File: src/rtl/oled_spi_rx.sv
// Display-side SPI receiver for the SSD1331 PMOD link: deserializes MSB-first words tagged with D/C.
// Storage is a FIFO_DEPTH-entry FIFO when OLED_SPI_RX_FIFO_EN is defined, otherwise a single holding register.
module oled_spi_rx #(
  parameter int N           = 8,
  parameter int SYNC_STAGES = 2,
  parameter int FIFO_DEPTH  = 4
) (
  input  logic         i_CLK,
  input  logic         i_RST_N,
  input  logic         i_CS,
  input  logic         i_MOSI,
  input  logic         i_SCK,
  input  logic         i_DC,
  input  logic         i_READY,
  input  logic         i_CLR,
  output logic         o_VALID,
  output logic [N-1:0] o_DATA,
  output logic         o_DC,
  output logic         o_BUSY,
  output logic         o_OVERFLOW,
  output logic         o_FRAME_ERR,
  output logic [15:0]  o_WORD_CNT
);

  localparam int CNT_W = (N > 2) ? $clog2(N) : 1;

  typedef enum logic {IDLE, SHIFT} state_t;

  logic [SYNC_STAGES-1:0] cs_sync_q, sck_sync_q, mosi_sync_q, dc_sync_q, fill_q;
  logic                   sck_q, busy_q, armed_q;
  logic                   cs_s, sck_s, mosi_s, dc_s, sck_rise;

  state_t                 state_q;
  logic [CNT_W-1:0]       bit_cnt_q;
  logic [N-1:0]           sr_q;

  logic                   word_push, frame_evt, push_ok, ovf_evt, pop;
  logic [N-1:0]           word_data;
  logic                   word_dc;

  logic                   valid_q, dc_q, ovf_q, ferr_q;
  logic [N-1:0]           data_q;
  logic [15:0]            word_cnt_q;

  assign cs_s   = cs_sync_q[SYNC_STAGES-1];
  assign sck_s  = sck_sync_q[SYNC_STAGES-1];
  assign mosi_s = mosi_sync_q[SYNC_STAGES-1];
  assign dc_s   = dc_sync_q[SYNC_STAGES-1];

  // fill_q marks when the synchronizers hold real pin values, so the idle-high
  // reset value of CS cannot arm the receiver in the middle of a live frame.
  always_ff @(posedge i_CLK or negedge i_RST_N) begin
    if (!i_RST_N) begin
      cs_sync_q   <= '1;
      sck_sync_q  <= '1;
      mosi_sync_q <= '0;
      dc_sync_q   <= '0;
      fill_q      <= '0;
      sck_q       <= 1'b1;
      busy_q      <= 1'b0;
      armed_q     <= 1'b0;
    end else begin
      cs_sync_q   <= {cs_sync_q[SYNC_STAGES-2:0], i_CS};
      sck_sync_q  <= {sck_sync_q[SYNC_STAGES-2:0], i_SCK};
      mosi_sync_q <= {mosi_sync_q[SYNC_STAGES-2:0], i_MOSI};
      dc_sync_q   <= {dc_sync_q[SYNC_STAGES-2:0], i_DC};
      fill_q      <= {fill_q[SYNC_STAGES-2:0], 1'b1};
      sck_q       <= sck_s;
      busy_q      <= ~cs_sync_q[SYNC_STAGES-2];
      armed_q     <= armed_q | (fill_q[SYNC_STAGES-1] & cs_s);
    end
  end

  always_comb begin
    sck_rise  = sck_s & ~sck_q;
    word_push = (state_q == SHIFT) & ~cs_s & sck_rise & (bit_cnt_q == CNT_W'(N-1));
    word_data = {sr_q[N-2:0], mosi_s};
    word_dc   = dc_s;
    frame_evt = (state_q == SHIFT) & cs_s & (bit_cnt_q != '0);
  end

  // state | meaning
  // IDLE  | CS high (or not yet seen high since reset); counter and shift register cleared
  // SHIFT | CS low; shifting one bit per SCK rising edge, pushing every Nth bit
  always_ff @(posedge i_CLK or negedge i_RST_N) begin
    if (!i_RST_N) begin
      state_q   <= IDLE;
      bit_cnt_q <= '0;
      sr_q      <= '0;
    end else begin
      case (state_q)
        IDLE: begin
          bit_cnt_q <= '0;
          sr_q      <= '0;
          if (armed_q && !cs_s) state_q <= SHIFT;
        end
        SHIFT: begin
          if (cs_s) begin
            state_q   <= IDLE;
            bit_cnt_q <= '0;
            sr_q      <= '0;
          end else if (sck_rise) begin
            sr_q      <= word_data;
            bit_cnt_q <= word_push ? '0 : bit_cnt_q + CNT_W'(1);
          end
        end
        default: state_q <= IDLE;
      endcase
    end
  end

  assign pop = valid_q & i_READY;

`ifdef OLED_SPI_RX_FIFO_EN
  localparam int AW = (FIFO_DEPTH > 2) ? $clog2(FIFO_DEPTH) : 1;

  logic [N:0]    mem_q [FIFO_DEPTH];
  logic [AW-1:0] wr_q, rd_q, rd_d;
  logic [AW:0]   cnt_q, cnt_d;
  logic [N:0]    head_d;

  always_comb begin
    push_ok = word_push & ((cnt_q != (AW+1)'(FIFO_DEPTH)) | pop);
    rd_d    = pop ? rd_q + AW'(1) : rd_q;
    cnt_d   = cnt_q;
    if (push_ok && !pop) cnt_d = cnt_q + (AW+1)'(1);
    if (!push_ok && pop) cnt_d = cnt_q - (AW+1)'(1);
    // The head slot may be the one being written this very cycle.
    head_d  = (push_ok && (rd_d == wr_q)) ? {word_dc, word_data} : mem_q[rd_d];
  end

  always_ff @(posedge i_CLK) begin
    if (push_ok) mem_q[wr_q] <= {word_dc, word_data};
  end

  always_ff @(posedge i_CLK or negedge i_RST_N) begin
    if (!i_RST_N) begin
      wr_q    <= '0;
      rd_q    <= '0;
      cnt_q   <= '0;
      valid_q <= 1'b0;
      dc_q    <= 1'b0;
      data_q  <= '0;
    end else begin
      if (push_ok) wr_q <= wr_q + AW'(1);
      rd_q    <= rd_d;
      cnt_q   <= cnt_d;
      valid_q <= (cnt_d != '0);
      if (cnt_d != '0) {dc_q, data_q} <= head_d;
    end
  end
`else
  assign push_ok = word_push & (~valid_q | pop);

  always_ff @(posedge i_CLK or negedge i_RST_N) begin
    if (!i_RST_N) begin
      valid_q <= 1'b0;
      dc_q    <= 1'b0;
      data_q  <= '0;
    end else if (push_ok) begin
      valid_q <= 1'b1;
      dc_q    <= word_dc;
      data_q  <= word_data;
    end else if (pop) begin
      valid_q <= 1'b0;
    end
  end
`endif

  assign ovf_evt = word_push & ~push_ok;

  // A same-cycle error event beats i_CLR; a same-cycle push leaves the count at 1.
  always_ff @(posedge i_CLK or negedge i_RST_N) begin
    if (!i_RST_N) begin
      ovf_q      <= 1'b0;
      ferr_q     <= 1'b0;
      word_cnt_q <= '0;
    end else begin
      ovf_q  <= ovf_evt | (ovf_q & ~i_CLR);
      ferr_q <= frame_evt | (ferr_q & ~i_CLR);
      if (push_ok)    word_cnt_q <= i_CLR ? 16'd1 : word_cnt_q + 16'd1;
      else if (i_CLR) word_cnt_q <= '0;
    end
  end

  assign o_VALID     = valid_q;
  assign o_DATA      = data_q;
  assign o_DC        = dc_q;
  assign o_BUSY      = busy_q;
  assign o_OVERFLOW  = ovf_q;
  assign o_FRAME_ERR = ferr_q;
  assign o_WORD_CNT  = word_cnt_q;

endmodule

File: config.mk
export PLATFORM = sky130hd
export DESIGN_NAME = oled_spi_rx
export DESIGN_NICKNAME = d
export VERILOG_FILES = /design/src/rtl/oled_spi_rx.sv
export SDC_FILE = /design/constraint.sdc
export NUM_CORES = 1
export LEC_CHECK = 0
export CORE_MARGIN = 2
export CORE_UTILIZATION = 40
export CTS_CLUSTER_SIZE = 24
export DETAILED_ROUTE_END_ITERATION = 16
export SLEW_MARGIN = 15
export SYNTH_ARGS = -nofsm -noshare
export SYNTH_HDL_FRONTEND = slang
export SYNTH_SLANG_ARGS = --single-unit
File: constraint.sdc
create_clock -name i_CLK -period 5 [get_ports i_CLK]
set_clock_uncertainty 0.15 [all_clocks]
set_input_delay 0.5 -clock i_CLK [delete_from_list [all_inputs] [get_ports i_CLK]]
set_output_delay 0.5 -clock i_CLK [all_outputs]
set_load 0.1 [all_outputs]
## Word-level counts from Yosys, hierarchy flattened

Index checks and enable logic that the tools add are counted.

- Output and inout port bits: 29
- Word-level logic and storage cells: 64
- Input port bits: 8
- Bits in registers: 52

- $add $sub $neg: 2
- Muxes and demuxes: 15
- Bitwise logic cells: 23
- Reductions and logical operators: 5
- Equality and inequality tests: 2

Operators with widths:

| kind | number |
|---|---|
| $mux 16 | 3 |
| $add 16x1->16 const B | 1 |
| $mux 7 | 2 |
| $pmux 7 s2 | 1 |
| $and 1x1->1 | 12 |
| $mux 3 | 3 |
| $not 1->1 | 7 |
| $pmux 3 s2 | 1 |
| $mux 1 | 4 |
| $or 1x1->1 | 4 |
| $reduce_bool 2->1 | 2 |
| $add 3x1->3 const B | 1 |
| $eq 3x3->1 const B | 1 |
| $ne 3x3->1 const B | 1 |
| $reduce_bool 3->1 | 1 |
| $pmux 1 s2 | 1 |
| $logic_and 1x1->1 | 1 |
| $logic_not 1->1 | 1 |

## Longest topological paths before layout

- Depth in word-level cells: 8
- Mapped depth: 7
- Gate-level depth less buffers: 5

## Worst setup path after synthesis

No wires, ideal clock.

- Path type: reg-to-reg
- Start point: register valid_q, in the netlist o_VALID
- End point: register data_q[1], in the netlist o_DATA[1]
- Path buffers: 2
- Library setup time: 0.128 ns
- Required time: 4.722 ns
- Path slack: 2.629 ns
- Cell stages (with the launch flop): 6
- Data arrival time: 2.092 ns
- Clock period less this slack: 2.371 ns
- Cell sequence: dfrtp_1 > nand2b_1 > nand3_4 > buf_6 > buf_2 > mux2_1

- Word-level cells in the longest chain between the ends: 3
- Elaborated cells on any way between the ends: 4
- Those cells by class: bitwise: 4

Ends and longest elaborated chain:

| element | line | RTL |
|---|---|---|
| start: declaration | 41 | `logic valid_q, dc_q, ovf_q, ferr_q;` |
| start signal: assignment | 157 | `valid_q <= 1'b0;` |
| start signal: assignment | 161 | `valid_q <= 1'b1;` |
| start signal: assignment | 165 | `valid_q <= 1'b0;` |
| $and 1x1->1 / $not 1->1 (equally long branches) | 112, 153 |  |
| $or 1x1->1 (*) | 153 | `assign push_ok = word_push & (~valid_q \| pop);` |
| $and 1x1->1 (*) | 153 |  |
| end signal: assignment | 163 | `data_q <= word_data;` |
| end: declaration | 42 | `logic [N-1:0] data_q;` |

Every way passes the cells marked *; elsewhere a longest branch is shown, timed or not.
A chain may end at the register's enable or synchronous reset.

## Worst setup path in the final report

- Start point: register word_cnt_q[6], in the netlist o_WORD_CNT[6]
- End point: output o_WORD_CNT[6]

RTL lines:

| element | line | RTL |
|---|---|---|
| start: declaration | 43 | `logic [15:0] word_cnt_q;` |
| start signal: assignment | 181 | `if (push_ok) word_cnt_q <= i_CLR ? 16'd1 : word_cnt_q + 16'd1;` |
| end: declaration | 22 | `output logic [15:0] o_WORD_CNT` |

No word-level cell between the ends.

==> flow_summary.ini <==
[timing]
finalCritPeriodShare_pct = 52.5
fin_ws_ns = 2.38
finalHoldWorstSlack_ns = 0.0513
final.min_clock_period_ns = 2.62
setup_tns_ns = 0
slew_viol_final = 0
transition_time_at_the_pin_with_the_least_slew_margin_ns = 0.982
slew_headroom_pct = 34.3
rsz0062_at_grt = no
fmaxAchievable_mhz = 381
setup_violations = 0
hold_violations = 0

[detailed_routing]
drt-initial-drc-count = 76
via_count = 1446
drt.antenna.violating_nets = 0
route.detailed.vias_per_inst = 5.24
avgRoutedWirePerCell_um = 14.6
detail_route.drc_violations = 0
wl_um = 4030
drtPass1Iterations = 4

[yosys]
yosys.area.top_type = dfrtp_1
synth.lib_cells_used.distinct = 37
post_synth_main_area_contributors = dfrtp_1, dfstp_2, a22o_1
netlist.area_leader.share_pct = 55.6
synth_top_flop_cell = dfrtp_1
share_of_the_yosys_chip_area_belonging_to_registers_pct = 61.8
avgSynthCellArea_um2 = 12.7
yosysWarnings = 0
mappedNetlistArea_um2 = 2110
register_bit_total_from_synthesis = 52
syn-instance-count = 167
synthesis.nets = 179
synth-async-reset-ratio_pct = 100
synth_most_common_cell = dfrtp_1
post_synth_edffs = 0
synth_common_cells = dfrtp_1, a21oi_1, a22o_1, inv_1, nand2_1

[global_routing]
grt_overflow_total = 0
grt_max_degree = 53
antenna_found_initial = 0
first_global_vias = 1471
wire_length_of_the_first_global_routing_pass_um = 7090
grtUsageTotal_pct = 14.9

[worst_setup_path]
worstSetupPathType = reg2out
critPathRequiredTime_ns = 4.35
worst_path_max_delay_cell = clkdlybuf4s50_1
critPathCaptureType = output pin
worst_setup_path_startpoint = o_WORD_CNT[6]$_DFFE_PN0P_
rr_worst_depth = 4
reg2reg_setup_slack_ns = 2.77
crit_path_start_kind = flop
worst_r2r_startpoint = sck_sync_q[1]$_DFF_PN1_
crit_buf_inv = 1
cell_class_contributing_the_biggest_share_of_worst_path_delay = buffers and inverters
critical_path_cell_count = 1
worst_r2r_endpoint = o_WORD_CNT[13]$_DFFE_PN0P_
critPathMaxFanout = 7
slowest_delay_ns = 1.19
cp_cell_sequence = clkdlybuf4s50_1
critical_path_arrival_ns = 1.97
crit_end = o_WORD_CNT[6]

[floorplan]
start_util_pct = 41.4
placement_rows = 26
ioPinCount = 37
floorplan.core_area_um2 = 5110
die_x_um = 76.7
fp.dieH_um = 76.7
design.die.area_um2 = 5880

[placement]
post-place-cells = 268
gp_congestion = 0.716
dp_slack_ns = 2.44
detailed_place_hpwl_um = 2740
post_dp_cell_area_um2 = 2530
placement.io_buffers = 36

[final_layout]
area_delta_synth_final_pct = 24.0
multi_input_combinational_cell_area_um2 = 749
drive_gt1_share_pct = 11.7
design_area_um2 = 2620
n_antenna_cell = 0
num-nets-final = 217
regArea_um2 = 1310
filler_instances = 476
final_cells = 276

[cts]
clock-root-buffer = clkbuf_8
quantity_of_hold_fixing_buffers_added_after_cts = 0
clkLatencyLatePin_ns = 0.30
post_cts_resized = 0
tritoncts = built
cts_sinks = 52
htree_levels = 2
cts_max_path_buffers = 2
post-cts-setup-buffer-count = 0
cts-buffers-inserted = 5
cts.clk_slew.worst_paths_ns = 0.09

[power]
clock_power_share_pct = 34.1
sw_frac_of_total_pct = 23.1
leakage_nw = 1.12
combPwrFrac_pct = 3.9
powerDensity_nw_per_um2 = 265
ir_drop_v = 0.000128
pwr-share-seq_pct = 61.9
net_switching_power_of_the_design_uw = 161
power.internal_uw = 536

[outcome]
outcome = finished clean

[job]
drv.max_cap_violation_count = 0

[min_path]
type_of_the_worst_min_delay_path = in2async
[kinds of logic after synthesis]
logic type / share of synthesized area [%]
XOR/XNOR: 1.24
multiplexers: 5.80
AND/OR/NAND/NOR: 14.8
adder cells (fa/ha/maj): 2.37
other: 0.177
AO/OA/AOI/OAI: 11.1
buffers and inverters: 2.72
flip-flops: 61.8
[flip-flops by register name (all words and copies together), names as in the netlist]
name and flops:
sr_q 7, o_OVERFLOW 1, mosi_sync_q 2, o_DC 1, sck_sync_q 2, armed_q 1
o_DATA 8, o_WORD_CNT 16, dc_sync_q 2, sck_q 1, o_VALID 1, cs_sync_q 2
o_FRAME_ERR 1, bit_cnt_q 3, fill_q 2, o_BUSY 1, state_q 1
[worst register-to-register path, cell delays in order, from the launching register on]
cell	delay, ns
dfstp_2	0.55
and4bb_4	0.41
nand3_4	0.29
or4_1	0.59
a21oi_1	0.16
[cell type report]
type / count / area share (%)
tap: 70 / 3.34
multi-input combinational: 102 / 28.6
clock inverter: 3 / 0.811
sequential: 52 / 49.9
clock buffer: 5 / 2.62
inverter: 8 / 1.15
timing repair buffer: 36 / 13.6
[power by group through the flow]
stage / combinational, mW / clock, mW / sequential (mW)
after floorplan: 0.00707 / 0 / 0.443
after global placement: 0.0272 / 0 / 0.439
after detailed placement: 0.0282 / 0 / 0.440
after CTS: 0.0282 / 0.250 / 0.431
after global routing: 0.0310 / 0.265 / 0.432
final: 0.0273 / 0.238 / 0.431
[placed cells by master, fill, tap and decap left out, types with 2 or more instances in the layout]
cell type,count
nand2_1,8
ha_1,4
or4_1,7
mux2_2,6
o21ai_0,5
o31ai_1,7
clkdlybuf4s50_1,35
mux2_1,4
and3_1,2
nand4_1,4
or3_1,4
dfrtp_1,47
xor2_1,2
clkbuf_8,5
a21oi_1,11
nand3_1,6
nor2b_1,3
inv_1,8
and4_1,2
dfstp_2,5
nor2_1,6
a22o_1,8
[per-layer routing]
layer / up-vias / global-route usage (%) / routed length, um
met5: - / 0 / 0
met2: 26 / 25.5 / 2080
met1: 730 / 18.4 / 1760
met3: 4 / 3.53 / 139
met4: 0 / 5.45 / 46
li1: 686 / - / -
[worst min path at each step]
stage	cells after the start	from	slack (ns)	to
2_1_floorplan	0	i_RST_N	0.05	armed_q$_DFF_PN0_
3_3_place_gp	0	fill_q[0]$_DFF_PN0_	0.18	fill_q[1]$_DFF_PN0_
3_5_place_dp	0	dc_sync_q[0]$_DFF_PN0_	0.19	dc_sync_q[1]$_DFF_PN0_
4_1_cts	0	dc_sync_q[0]$_DFF_PN0_	0.21	dc_sync_q[1]$_DFF_PN0_
5_1_grt	1	i_RST_N	0.10	fill_q[1]$_DFF_PN0_
6_report	1	i_RST_N	0.05	o_WORD_CNT[3]$_DFFE_PN0P_
[metrics by stage]
step / util [%] / total power, mW
after floorplan: - / 0.450
after global placement: 49.5 / 0.466
after detailed placement: 49.5 / 0.468
after CTS: 51.3 / 0.710
after global routing: 51.3 / 0.728
final: 51.3 / 0.696
Note: power is estimated with default switching activity, not from simulation.
